## src/rtl/shift_word_tx_if.sv

```systemverilog
// Upstream word handshake into shift_word_tx: 16-bit data with valid/ready.
interface shift_word_tx_if;
   localparam int unsigned DATA_W = 16;

   logic [DATA_W-1:0] in_data;
   logic              in_valid;
   logic              in_ready;

   modport master (output in_data, output in_valid, input in_ready);
   modport slave  (input in_data, input in_valid, output in_ready);
endinterface

```

## src/rtl/shift_word_tx.sv

```systemverilog
// Word FIFO feeding an MSB-first dout/shift_clk/latch serializer for a 16-bit
// shift-in receiver; every output comes straight from a flop.
module shift_word_tx #(
   parameter int unsigned CLK_DIV    = 2,
   parameter int unsigned FIFO_DEPTH = 4
) (
   input  logic                             clk,
   input  logic                             reset,
   shift_word_tx_if.slave                   up,
   output logic                             dout,
   output logic                             shift_clk,
   output logic                             latch,
   output logic                             busy,
   output logic [$clog2(FIFO_DEPTH+1)-1:0]  fifo_count
);
   localparam int unsigned DATA_W = 16;
   localparam int unsigned CNT_W  = $clog2(FIFO_DEPTH + 1);
   localparam int unsigned PTR_W  = $clog2(FIFO_DEPTH);
   localparam int unsigned DIV_W  = (CLK_DIV > 1) ? $clog2(CLK_DIV) : 1;
   localparam logic [DIV_W-1:0] DIV_LAST = DIV_W'(CLK_DIV - 1);

   typedef enum logic [2:0] {
      S_IDLE,
      S_SETUP,
      S_HIGH,
      S_LATCH,
      S_GAP
   } state_e;

   state_e              state_q;
   logic [DATA_W-1:0]   mem_q [FIFO_DEPTH];
   logic [PTR_W-1:0]    wr_ptr_q;
   logic [PTR_W-1:0]    rd_ptr_q;
   logic [CNT_W-1:0]    count_q;
   logic [CNT_W-1:0]    count_d;
   logic                in_ready_q;
   logic [DATA_W-1:0]   shreg_q;
   logic [3:0]          bit_cnt_q;
   logic [DIV_W-1:0]    div_q;
   logic                dout_q;
   logic                sclk_q;
   logic                latch_q;
   logic                busy_q;
   logic                push_c;
   logic                pop_c;
   logic                div_done_c;
   logic [DATA_W-1:0]   head_c;

   assign push_c     = up.in_valid & in_ready_q;
   assign pop_c      = (state_q == S_IDLE) && (count_q != '0);
   assign div_done_c = (div_q == DIV_LAST);
   assign head_c     = mem_q[rd_ptr_q];

   // Occupancy after this edge; push and pop together cancel out.
   always_comb begin
      count_d = count_q;
      unique case ({push_c, pop_c})
         2'b10:   count_d = count_q + CNT_W'(1);
         2'b01:   count_d = count_q - CNT_W'(1);
         default: count_d = count_q;
      endcase
   end

   always_ff @(posedge clk or posedge reset) begin
      if (reset) begin
         wr_ptr_q   <= '0;
         rd_ptr_q   <= '0;
         count_q    <= '0;
         in_ready_q <= 1'b1;
      end else begin
         if (push_c) wr_ptr_q <= wr_ptr_q + PTR_W'(1);
         if (pop_c)  rd_ptr_q <= rd_ptr_q + PTR_W'(1);
         count_q    <= count_d;
         in_ready_q <= (count_d < CNT_W'(FIFO_DEPTH));
      end
   end

   // Storage needs no reset: occupancy alone decides what is valid.
   always_ff @(posedge clk) begin
      if (push_c) mem_q[wr_ptr_q] <= up.in_data;
   end

   // Frame sequencer; shreg_q holds the bits still to send, left-aligned.
   always_ff @(posedge clk or posedge reset) begin
      if (reset) begin
         state_q   <= S_IDLE;
         shreg_q   <= '0;
         bit_cnt_q <= '0;
         div_q     <= '0;
         dout_q    <= 1'b0;
         sclk_q    <= 1'b0;
         latch_q   <= 1'b0;
         busy_q    <= 1'b0;
      end else begin
         div_q  <= div_done_c ? '0 : div_q + DIV_W'(1);
         busy_q <= 1'b1;
         unique case (state_q)
            S_IDLE: begin
               div_q  <= '0;
               busy_q <= pop_c | (count_d != '0);
               if (pop_c) begin
                  shreg_q   <= {head_c[DATA_W-2:0], 1'b0};
                  bit_cnt_q <= 4'd15;
                  dout_q    <= head_c[DATA_W-1];
                  state_q   <= S_SETUP;
               end
            end
            S_SETUP: begin
               if (div_done_c) begin
                  sclk_q  <= 1'b1;
                  state_q <= S_HIGH;
               end
            end
            S_HIGH: begin
               if (div_done_c) begin
                  sclk_q <= 1'b0;
                  if (bit_cnt_q == 4'd0) begin
                     dout_q  <= 1'b0;
                     latch_q <= 1'b1;
                     state_q <= S_LATCH;
                  end else begin
                     bit_cnt_q <= bit_cnt_q - 4'd1;
                     dout_q    <= shreg_q[DATA_W-1];
                     shreg_q   <= {shreg_q[DATA_W-2:0], 1'b0};
                     state_q   <= S_SETUP;
                  end
               end
            end
            S_LATCH: begin
               if (div_done_c) begin
                  latch_q <= 1'b0;
                  state_q <= S_GAP;
               end
            end
            S_GAP: begin
               if (div_done_c) begin
                  state_q <= S_IDLE;
                  busy_q  <= (count_d != '0);
               end
            end
            default: state_q <= S_IDLE;
         endcase
      end
   end

   assign up.in_ready = in_ready_q;
   assign dout        = dout_q;
   assign shift_clk   = sclk_q;
   assign latch       = latch_q;
   assign busy        = busy_q;
   assign fifo_count  = count_q;
endmodule
```

## src/flat_wrapper.sv

```systemverilog
// flat-port wrapper written by rule: the top's interface ports become plain ports
module shift_word_tx_flat 
#(
   parameter int unsigned CLK_DIV    = 2,
   parameter int unsigned FIFO_DEPTH = 4
)
  (clk, reset, dout, shift_clk, latch, busy, fifo_count, up_in_data, up_in_valid, up_in_ready);
  shift_word_tx_if up_i ();
  input  logic clk;
  input  logic reset;
  output logic dout;
  output logic shift_clk;
  output logic latch;
  output logic busy;
  output logic [$clog2(FIFO_DEPTH+1)-1:0] fifo_count;
  input wire logic [$bits(up_i.in_data)-1:0] up_in_data;
  input wire logic [$bits(up_i.in_valid)-1:0] up_in_valid;
  output wire logic [$bits(up_i.in_ready)-1:0] up_in_ready;
  assign up_i.in_data = up_in_data;
  assign up_i.in_valid = up_in_valid;
  assign up_in_ready = up_i.in_ready;
  shift_word_tx #(.CLK_DIV(CLK_DIV), .FIFO_DEPTH(FIFO_DEPTH)) u_core (.clk(clk), .reset(reset), .up(up_i), .dout(dout), .shift_clk(shift_clk), .latch(latch), .busy(busy), .fifo_count(fifo_count));
endmodule
```

## config.mk

```make
export PLATFORM = sky130hd
export DESIGN_NAME = shift_word_tx_flat
export DESIGN_NICKNAME = d
export VERILOG_FILES = /design/src/rtl/shift_word_tx_if.sv /design/src/rtl/shift_word_tx.sv /design/src/flat_wrapper.sv
export SDC_FILE = /design/constraint.sdc
export NUM_CORES = 1
export LEC_CHECK = 0
export BUFFER_PORTS_ARGS = -buffer_cell sky130_fd_sc_hd__buf_2
export CAP_MARGIN = 30
export CORE_MARGIN = 2
export CORE_UTILIZATION = 64
export DETAILED_ROUTE_END_ITERATION = 6
export HOLD_SLACK_MARGIN = 0.05
export PLACE_DENSITY = 0.93
export SLEW_MARGIN = 40
export SYNTH_ARGS = -nofsm -noshare
export SYNTH_HDL_FRONTEND = slang
export SYNTH_SLANG_ARGS = --single-unit
```

## constraint.sdc

```tcl
create_clock -name clk -period 3.61 [get_ports clk]
set_input_delay 0.9025 -clock clk [delete_from_list [all_inputs] [get_ports clk]]
set_output_delay 0.9025 -clock clk [all_outputs]
set_load 0.01 [all_outputs]
```

# Word level (Yosys, flattened, before mapping)
# Memories as Yosys holds them, arrays and structs flattened.
# Cells that the tools add are included.
dict set report totals {
  mem_count 1
  reg_bits 36
  out_inout_bits 8
  wordCells 80
  ram_bits 64
  inputBits 19
}
dict set report op_classes {
  order_cmp 1
  muxes 32
  eq_ne 13
  add_sub_neg 6
  n_bitwise 2
  reduce_logical 13
}
# name words word_bits rd rd_ports_with_merged_regs write_ports line
set mem_list {}
lappend mem_list {u_core.mem_q 4 16 1 0 1 shift_word_tx.sv:31} ;# logic [DATA_W-1:0] mem_q [FIFO_DEPTH];
# operator n
set ops {}
lappend ops {{2-to-1 mux 16 bit} 3}
lappend ops {{case mux 16 bit (2 select lines)} 1}
lappend ops {{2-to-1 mux 3 bit} 5}
lappend ops {{case mux 3 bit (5 select lines)} 1}
lappend ops {{2-to-1 mux 1 bit} 12}
lappend ops {{2-to-1 mux 4 bit} 3}
lappend ops {{inequality test 2 x 1 -> 1 bit, second input constant} 6}
lappend ops {{case mux 1 bit (2 select lines)} 4}
lappend ops {{case mux 4 bit (2 select lines)} 1}
lappend ops {{AND reduction 4 bit} 2}
lappend ops {{equality test 3 x 2 -> 1 bit, second input constant} 2}
lappend ops {{case mux 3 bit (2 select lines)} 1}
lappend ops {{AND reduction 3 bit} 2}
lappend ops {{nonzero test 2 bit} 3}
lappend ops {{nonzero test 3 bit} 2}
lappend ops {{AND reduction 5 bit} 1}
lappend ops {{adder 2 x 1 -> 2 bit, second input constant} 2}
lappend ops {{zero test 4 bit} 1}
lappend ops {{subtractor 4 x 1 -> 4 bit, second input constant} 1}
lappend ops {{adder 3 x 1 -> 3 bit, second input constant} 1}
lappend ops {{equality test 3 x 1 -> 1 bit, second input constant} 1}
lappend ops {{equality test 3 bit, second input constant} 1}
lappend ops {{zero test 3 bit} 1}
lappend ops {{< comparator 3 bit, second input constant} 1}
lappend ops {{other kinds (9)} 9}

# Depth between registers and ports, before layout
# Gate-level depths: netlist (run 1).
dict set report depth {
  word_depth 7
  ltp_mapped 10
  depth_no_buf 9
}

# Least setup slack after synthesis (run 1)
# No wires, ideal clock.
dict set report synth_path {
  path_type {register to register}
  startpoint {reg u_core.state_q[2]}
  endpoint {reg u_core.busy_q, in the netlist u_core.busy}
  path_slack_ns 1.339
  setup_ns 0.136
  stages_incl_launch_ff 11
  path_buffers 1
  period_less_slack_ns 2.271
  t_required_ns 3.474
  t_arrival_ns 2.135
  cell_sequence {dfrtp_1 > buf_6 > or3_4 > nor2_2 > ha_1 > inv_1 > fa_1 > xor2_1 > nor2_1 > xnor2_1 > nand3_1}
}
dict set report synth_via {
  elab_chain_cells 7
  word_cells_on_any_way 10
  cone_classes {eq/ne (3); mux (3); bitwise (1); reduce/logical (3)}
}
# item line
set synth_lines {}
lappend synth_lines {{start: declaration} shift_word_tx.sv:30} ;# state_e state_q;
lappend synth_lines {{start signal: assignment} shift_word_tx.sv:86} ;# state_q <= S_IDLE;
lappend synth_lines {{start signal: assignment} shift_word_tx.sv:105} ;# state_q <= S_SETUP;
lappend synth_lines {{start signal: assignment} shift_word_tx.sv:111} ;# state_q <= S_HIGH;
lappend synth_lines {{zero test 3 bit} {shift_word_tx.sv:50, shift_word_tx.sv:97}}
lappend synth_lines {{logical AND 1 bit} shift_word_tx.sv:50} ;# assign pop_c = (state_q == S_IDLE) && (count_q != '0);
lappend synth_lines {{equality test 2 x 1 -> 1 bit or equality test 2 bit (tied branches)} shift_word_tx.sv:57} ;# unique case ({push_c, pop_c})
lappend synth_lines {{case mux 3 bit (2 select lines)} shift_word_tx.sv:57}
lappend synth_lines {{nonzero test 3 bit} {shift_word_tx.sv:100, shift_word_tx.sv:138}}
lappend synth_lines {{2-to-1 mux 1 bit or OR 1 bit (tied branches)} {shift_word_tx.sv:136, shift_word_tx.sv:100}}
lappend synth_lines {{case mux 1 bit (2 select lines) *} shift_word_tx.sv:97} ;# unique case (state_q)
lappend synth_lines {{end signal: assignment} shift_word_tx.sv:100} ;# busy_q <= pop_c | (count_d != '0);
lappend synth_lines {{end signal: assignment} shift_word_tx.sv:138} ;# busy_q <= (count_d != '0);
lappend synth_lines {{end: declaration} shift_word_tx.sv:43} ;# logic busy_q;
# Every way passes the cells marked *; elsewhere a longest branch is shown, timed or not.
# A chain may end at the register's enable or synchronous reset.

# Worst setup path after layout (run 1)
dict set report layout_path {
  startpoint {reg u_core.state_q[1]}
  endpoint {reg u_core.busy_q, in the netlist u_core.busy}
}
# Same word-level chain as after synthesis.

==> flow_metrics.tcl, run 1 <==
set metrics [dict create \
    wl_met1_um 2859 \
    grt_pass1_wl_um 10800 \
    cpPeakStageDelay_ns 0.44 \
    slew_viol_final 0 \
    drive_above_1_share_pct 31.45 \
    h-tree-depth 3 \
    placed_cells 345 \
    ys_seq_area_share_pct 68.28 \
    die_w_um 84.03 \
    timing.final.ws_setup_ns 1.033 \
    skew_ns 0.005146 \
    clock.fmax_ghz 0.3880 \
    wl_per_cell_um 17.91 \
    drtIter0Drc 136 \
    dr_wl_met3_um 254 \
    layout_common_cells "64 x edfxtp_1, 34 x dfrtp_1, 26 x buf_2, 23 x nor2_1, 16 x mux4_2" \
    critPathKind "reg -> reg" \
    grt_max_degree 36 \
    worstMarginPinSlew_ns 0.8169 \
    start_util_pct 65.30 \
    required_ns 3.84 \
    finish.utilization_pct 71.26 \
    place_area_mm2 0.004269 \
    start_kind "register" \
    synthToLayoutAreaGrowth_pct 9.127 \
    port_buffers 26 \
    die_h_um 84.03 \
    pre_cts_ws_ns 0.9908 \
    tns_ns 0 \
    mostFrequentLayoutCell "edfxtp_1" \
    ys_types 44 \
    topRoutingLayerUsed "met4" \
    p_leak_uw 0.001741 \
    grt_pass1_vias 2227 \
    routed_via_density 5.933 \
    finalSetupViolations 0 \
    antenna_found_initial 0 \
    core_mm2 0.006277 \
    critPathArrivalTime_ns 2.81 \
    grt_usage_pct 20.19 \
    ctsResizeCount 0 \
    drt_first_pass_iters 4 \
    cts_buffers 9 \
    rsz0062_at_grt "false" \
    cts_setup_buffers 0 \
    ys.flop_type "edfxtp_1" \
    path_buf_inv 2 \
    overflow 0 \
    vdd_drop_max_mv 0.3589 \
    finalWirelength_um 6446 \
    power.density_mw_per_mm2 548.7 \
    drtAntennaViolNets 0 \
    async_flop_share_pct 35.35 \
    die_area_mm2 0.007061 \
    crit_chain "buf_4 -> or3_4 -> nor2_2 -> ha_1 -> inv_1 -> fa_1 -> xor2_1 -> nor2_1 -> xnor2_1 -> nand3_1" \
    synth-seq-cells 99 \
    ios 27 \
    hold_buffers 0 \
    clk_latency_ns 0.36 \
    hold_path.class "reg -> reg" \
    clock_sinks 99 \
    dr_wl_met2_um 3306 \
    vias 2136 \
    status "completed" \
    cts_tree "built" \
    rows 29 \
    max-slew-margin-rel_pct 45.54 \
    endpoint_kind "register" \
    clk_pin_slew_ns 0.09 \
    num_antenna_cells 0 \
    clockBufferDepth 2 \
    cts-root-buf "clkbuf_8" \
    cpLargestDelayFamily "simple AND/OR/NAND/NOR gates" \
    slowest_stage "or3_4" \
    hold_viol 0 \
    gp_congestion 0.7669 \
    netlist_instances 250 \
    drc 0 \
    nNetsFinal 306 \
    drv_cap 0 \
    synth_fp_nets 277 \
    reg2reg_slack_ns 1.03 \
    dpl.hpwl_um 4130 \
    synth_edf_count 64 \
    min_period_over_period_pct 71.39 \
    fin_crit_ns 2.577 \
    stdcell_area_mm2 0.004473 \
    syn_area_per_cell_um2 16.40 \
    ys_warn_count 0 \
    stdcell_count 360 \
    synth_area_mm2 0.004099 \
    path_max_fanout 23 \
]
-- metrics by stage --
| step | power (uW) | hold WS [ns] |
|---|---|---|
| floorplan | 1657 | 0.4887 |
| global route | 2555 | 0.5554 |
| global placement | 1758 | 0.4998 |
| CTS | 2469 | 0.5264 |
| finish | 2455 | 0.5228 |
| detailed placement | 1779 | 0.5056 |
-- cells in the mapped netlist, types with 2 or more instances --
cell type   n  area (um^2)
a211oi_1    2        15.01
a21oi_1     7        35.03
a21oi_2    14        122.6
a22oi_1    15        112.6
and3_1      5        31.28
buf_2       3        15.01
buf_6       5        56.30
clkbuf_1    3        11.26
dfrtp_1    34        850.8
edfxtp_1   64         1922
ha_1        7        87.58
inv_1      11        41.29
mux2_2      2        22.52
mux4_2     16        360.4
nand2_1     4        15.01
nor2_1     23        86.33
nor3_1      2        10.01
o21ai_0     3        15.01
xnor2_1     4        35.03
xor2_1      2        17.52
-- worst register-to-register path, stage by stage (launching register included) --
cell and delay (ns):
dfrtp_1 0.37, buf_4 0.21, or3_4 0.44, nor2_2 0.24, ha_1 0.24, inv_1 0.06
fa_1 0.37, xor2_1 0.14, nor2_1 0.06, xnor2_1 0.23, nand3_1 0.10
-- state kept, by name, indices dropped and copies added, names as in the netlist, 2 cells and up --
name,flops
u_core.state_q,3
u_core.rd_ptr_q,2
u_core.fifo_count,3
u_core.mem_q,64
u_core.shreg_q,15
u_core.bit_cnt_q,4
u_core.wr_ptr_q,2
-- final timing paths --
check / from / endpoint / cells after the start
worst max-delay path: u_core.state_q[1]$_DFFE_PP0P_ / u_core.busy$_DFF_PP0_ / 10
worst min-delay path: u_core.shreg_q[15]$_DFFE_PP0P_ / u_core.shreg_q[15]$_DFFE_PP0P_ / 2
worst max register to register: u_core.state_q[1]$_DFFE_PP0P_ / u_core.busy$_DFF_PP0_ / 10
worst min register to register: u_core.shreg_q[15]$_DFFE_PP0P_ / u_core.shreg_q[15]$_DFFE_PP0P_ / 2
max in group asynchronous: reset / u_core.up.in_ready$_DFF_PP1_ / 3
min in group asynchronous: reset / u_core.fifo_count[1]$_DFF_PP0_ / 3
-- cell families (layout without fill, tap and decap cells) --
kind of cell	after synthesis	count (layout)	synth area share, %
xor+xnor	6	6	1.282
compound gates	48	48	9.066
mux	19	19	9.585
fa+ha+maj	8	8	2.625
buf+inv	24	57	3.296
flops	99	99	68.28
simple gates	46	46	5.861
-- area by class of cell --
class                      count  area (um^2)
inverter                      11        41.29
timing repair buffer          31        167.7
fill                         389         1804
tap                           77        96.34
sequential                    99         2799
multi-input combinational    127         1170
clock inverter                 6        75.07
clock buffer                   9        123.9
-- where the power goes --
| group | internal [uW] | switching (uW) | leakage (uW) |
|---|---|---|---|
| Combinational | 129 | 191 | 0.000622 |
| Sequential | 1370 | 60.9 | 0.00102 |
| Clock | 326 | 381 | 0.0000978 |
-- routing by layer --
layer / vias up / track usage, %
met5: - / 0
met3: 5 / 3.858
li1: 1006 / -
met4: 0 / 9.824
met2: 53 / 31.96
met1: 1072 / 27.31
No activity file was read; power rests on OpenSTA's default activity.
==> inputs of run 2 (changes only) <==
CORE_UTILIZATION = 60   (was 64)
PLACE_DENSITY = 0.88   (was 0.93)
clock period = 2.5 ns   (was 3.61 ns; I/O delays follow)
==> flow_metrics.tcl, run 2 (synthesis results as in run 1) <==
set metrics [dict create \
    drtIter0Drc 162 \
    routed_via_density 5.917 \
    max-slew-margin-rel_pct 58.06 \
    wl_per_cell_um 17.99 \
    cts_setup_buffers 0 \
    dpl.hpwl_um 4370 \
    port_buffers 26 \
    grt_pass1_vias 2283 \
    mostFrequentLayoutCell "edfxtp_1" \
    die_area_mm2 0.007509 \
    clock.fmax_ghz 0.4581 \
    clock_sinks 99 \
    rows 30 \
    critPathArrivalTime_ns 2.43 \
    ctsResizeCount 0 \
    slew_viol_final 0 \
    cts-root-buf "clkbuf_8" \
    start_kind "register" \
    start_util_pct 61.01 \
    drtAntennaViolNets 0 \
    finalWirelength_um 6711 \
    drc 0 \
    drive_above_1_share_pct 32.42 \
    synthToLayoutAreaGrowth_pct 10.78 \
    num_antenna_cells 0 \
    rsz0062_at_grt "false" \
    drt_first_pass_iters 4 \
    power.density_mw_per_mm2 774.4 \
    path_max_fanout 4 \
    drv_cap 0 \
    top_regs "u_core.mem_q (64), u_core.shreg_q (15), u_core.bit_cnt_q (4)" \
    p_leak_uw 0.001796 \
    ios 27 \
    die_h_um 86.66 \
    largest_reg_flops 64 \
    worstMarginPinSlew_ns 0.6292 \
    h-tree-depth 3 \
    hold_viol 0 \
    cts_tree "built" \
    grt_usage_pct 20.17 \
    die_w_um 86.66 \
    overflow 0 \
    layout_common_cells "64 x edfxtp_1, 34 x dfrtp_1, 26 x buf_2, 23 x nor2_1, 16 x mux4_2" \
    critPathKind "reg -> reg" \
    hold_buffers 0 \
    finalSetupViolations 0 \
    holdWs_ns 0.3374 \
    grt_pass1_wl_um 11150 \
    clk_pin_slew_ns 0.10 \
    nNetsFinal 315 \
    hold_path.class "in -> async" \
    core_mm2 0.006719 \
    clockBufferDepth 2 \
    skew_ns 0.008262 \
    cts_buffers 9 \
    nFillCells 443 \
    tns_ns 0 \
    required_ns 2.74 \
    endpoint_kind "register" \
    status "completed" \
    vias 2207 \
    antenna_found_initial 0 \
    min_period_over_period_pct 87.31 \
    grt_max_degree 36 \
    clk_latency_ns 0.36 \
    gp_congestion 0.7438 \
    fin_crit_ns 2.183 \
    vdd_drop_max_mv 0.5823 \
    largest_register "u_core.mem_q" \
]
==> run 2: changes by cell type in the layout (fill, tap and decap cells not counted), sizes merged <==
cell,previous run,this run
bufinv,1,0
clkinvlp,1,0
buf,31,40
inv,13,16
==> run 2: worst paths after layout <==
| check | start | to | slack, ns | cells after the start |
|---|---|---|---|---|
| min | reset | u_core.wr_ptr_q[0]$_DFFE_PP0P_ | 0.34 | 3 |
| max | u_core.state_q[1]$_DFFE_PP0P_ | u_core.busy$_DFF_PP0_ | 0.32 | 9 |
| min in group clk | up_in_data[12] | u_core.mem_q[2][12]$_DFFE_PP_ | 0.47 | 1 |
| min reg2reg | u_core.shreg_q[13]$_DFFE_PP0P_ | u_core.shreg_q[13]$_DFFE_PP0P_ | 0.52 | 2 |
| max in group asynchronous | reset | u_core.up.in_ready$_DFF_PP1_ | 1.83 | 3 |
| max reg2reg | u_core.state_q[1]$_DFFE_PP0P_ | u_core.busy$_DFF_PP0_ | 0.32 | 9 |
==> run 2: per-layer routing <==
layer,share of wire [%],track usage [%],vias up,wire length (um)
met3,4.3,4.095,17,287
met1,42,26.11,1097,2844
met5,0,0,-,0
met4,2.3,8.949,0,154
met2,51,33.36,67,3424
li1,-,-,1026,-
==> run 2: cell type report <==
class	instances	area (um^2)	area share (%)
clock buffer	9	123.9	2.728
clock inverter	7	63.81	1.405
inverter	11	41.29	0.9093
multi-input combinational	127	1165	25.65
sequential	99	2799	61.64
tap	80	100.1	2.204
timing repair buffer	40	247.7	5.456
==> run 2: power breakdown <==
group	total [uW]	switching, uW	internal [uW]
clock	974	588	387
combinational	481	275	206
sequential	2060	89.0	1970
total	3520	952	2560
==> run 2: through the flow <==
stage | cells | worst slack, ns | utilization, % | area, um^2 | power, uW
floorplan | 250 | 0.2293 | - | 4099 | 2392
global placement | 357 | 0.3571 | 64.79 | 4353 | 2563
detailed placement | 357 | 0.3072 | 64.79 | 4353 | 2585
CTS | 373 | 0.2974 | 67.58 | 4541 | 3542
global route | 373 | 0.1712 | 67.58 | 4541 | 3684
finish | 373 | 0.3172 | 67.58 | 4541 | 3516
==> run 2: critical path: stages, from the launching register on <==
cell,delay (ns)
dfrtp_1,0.39
or3_4,0.43
nor2_2,0.11
ha_1,0.19
inv_1,0.06
fa_1,0.37
xor2_1,0.15
nor2_1,0.11
xnor2_1,0.17
nand3_1,0.10
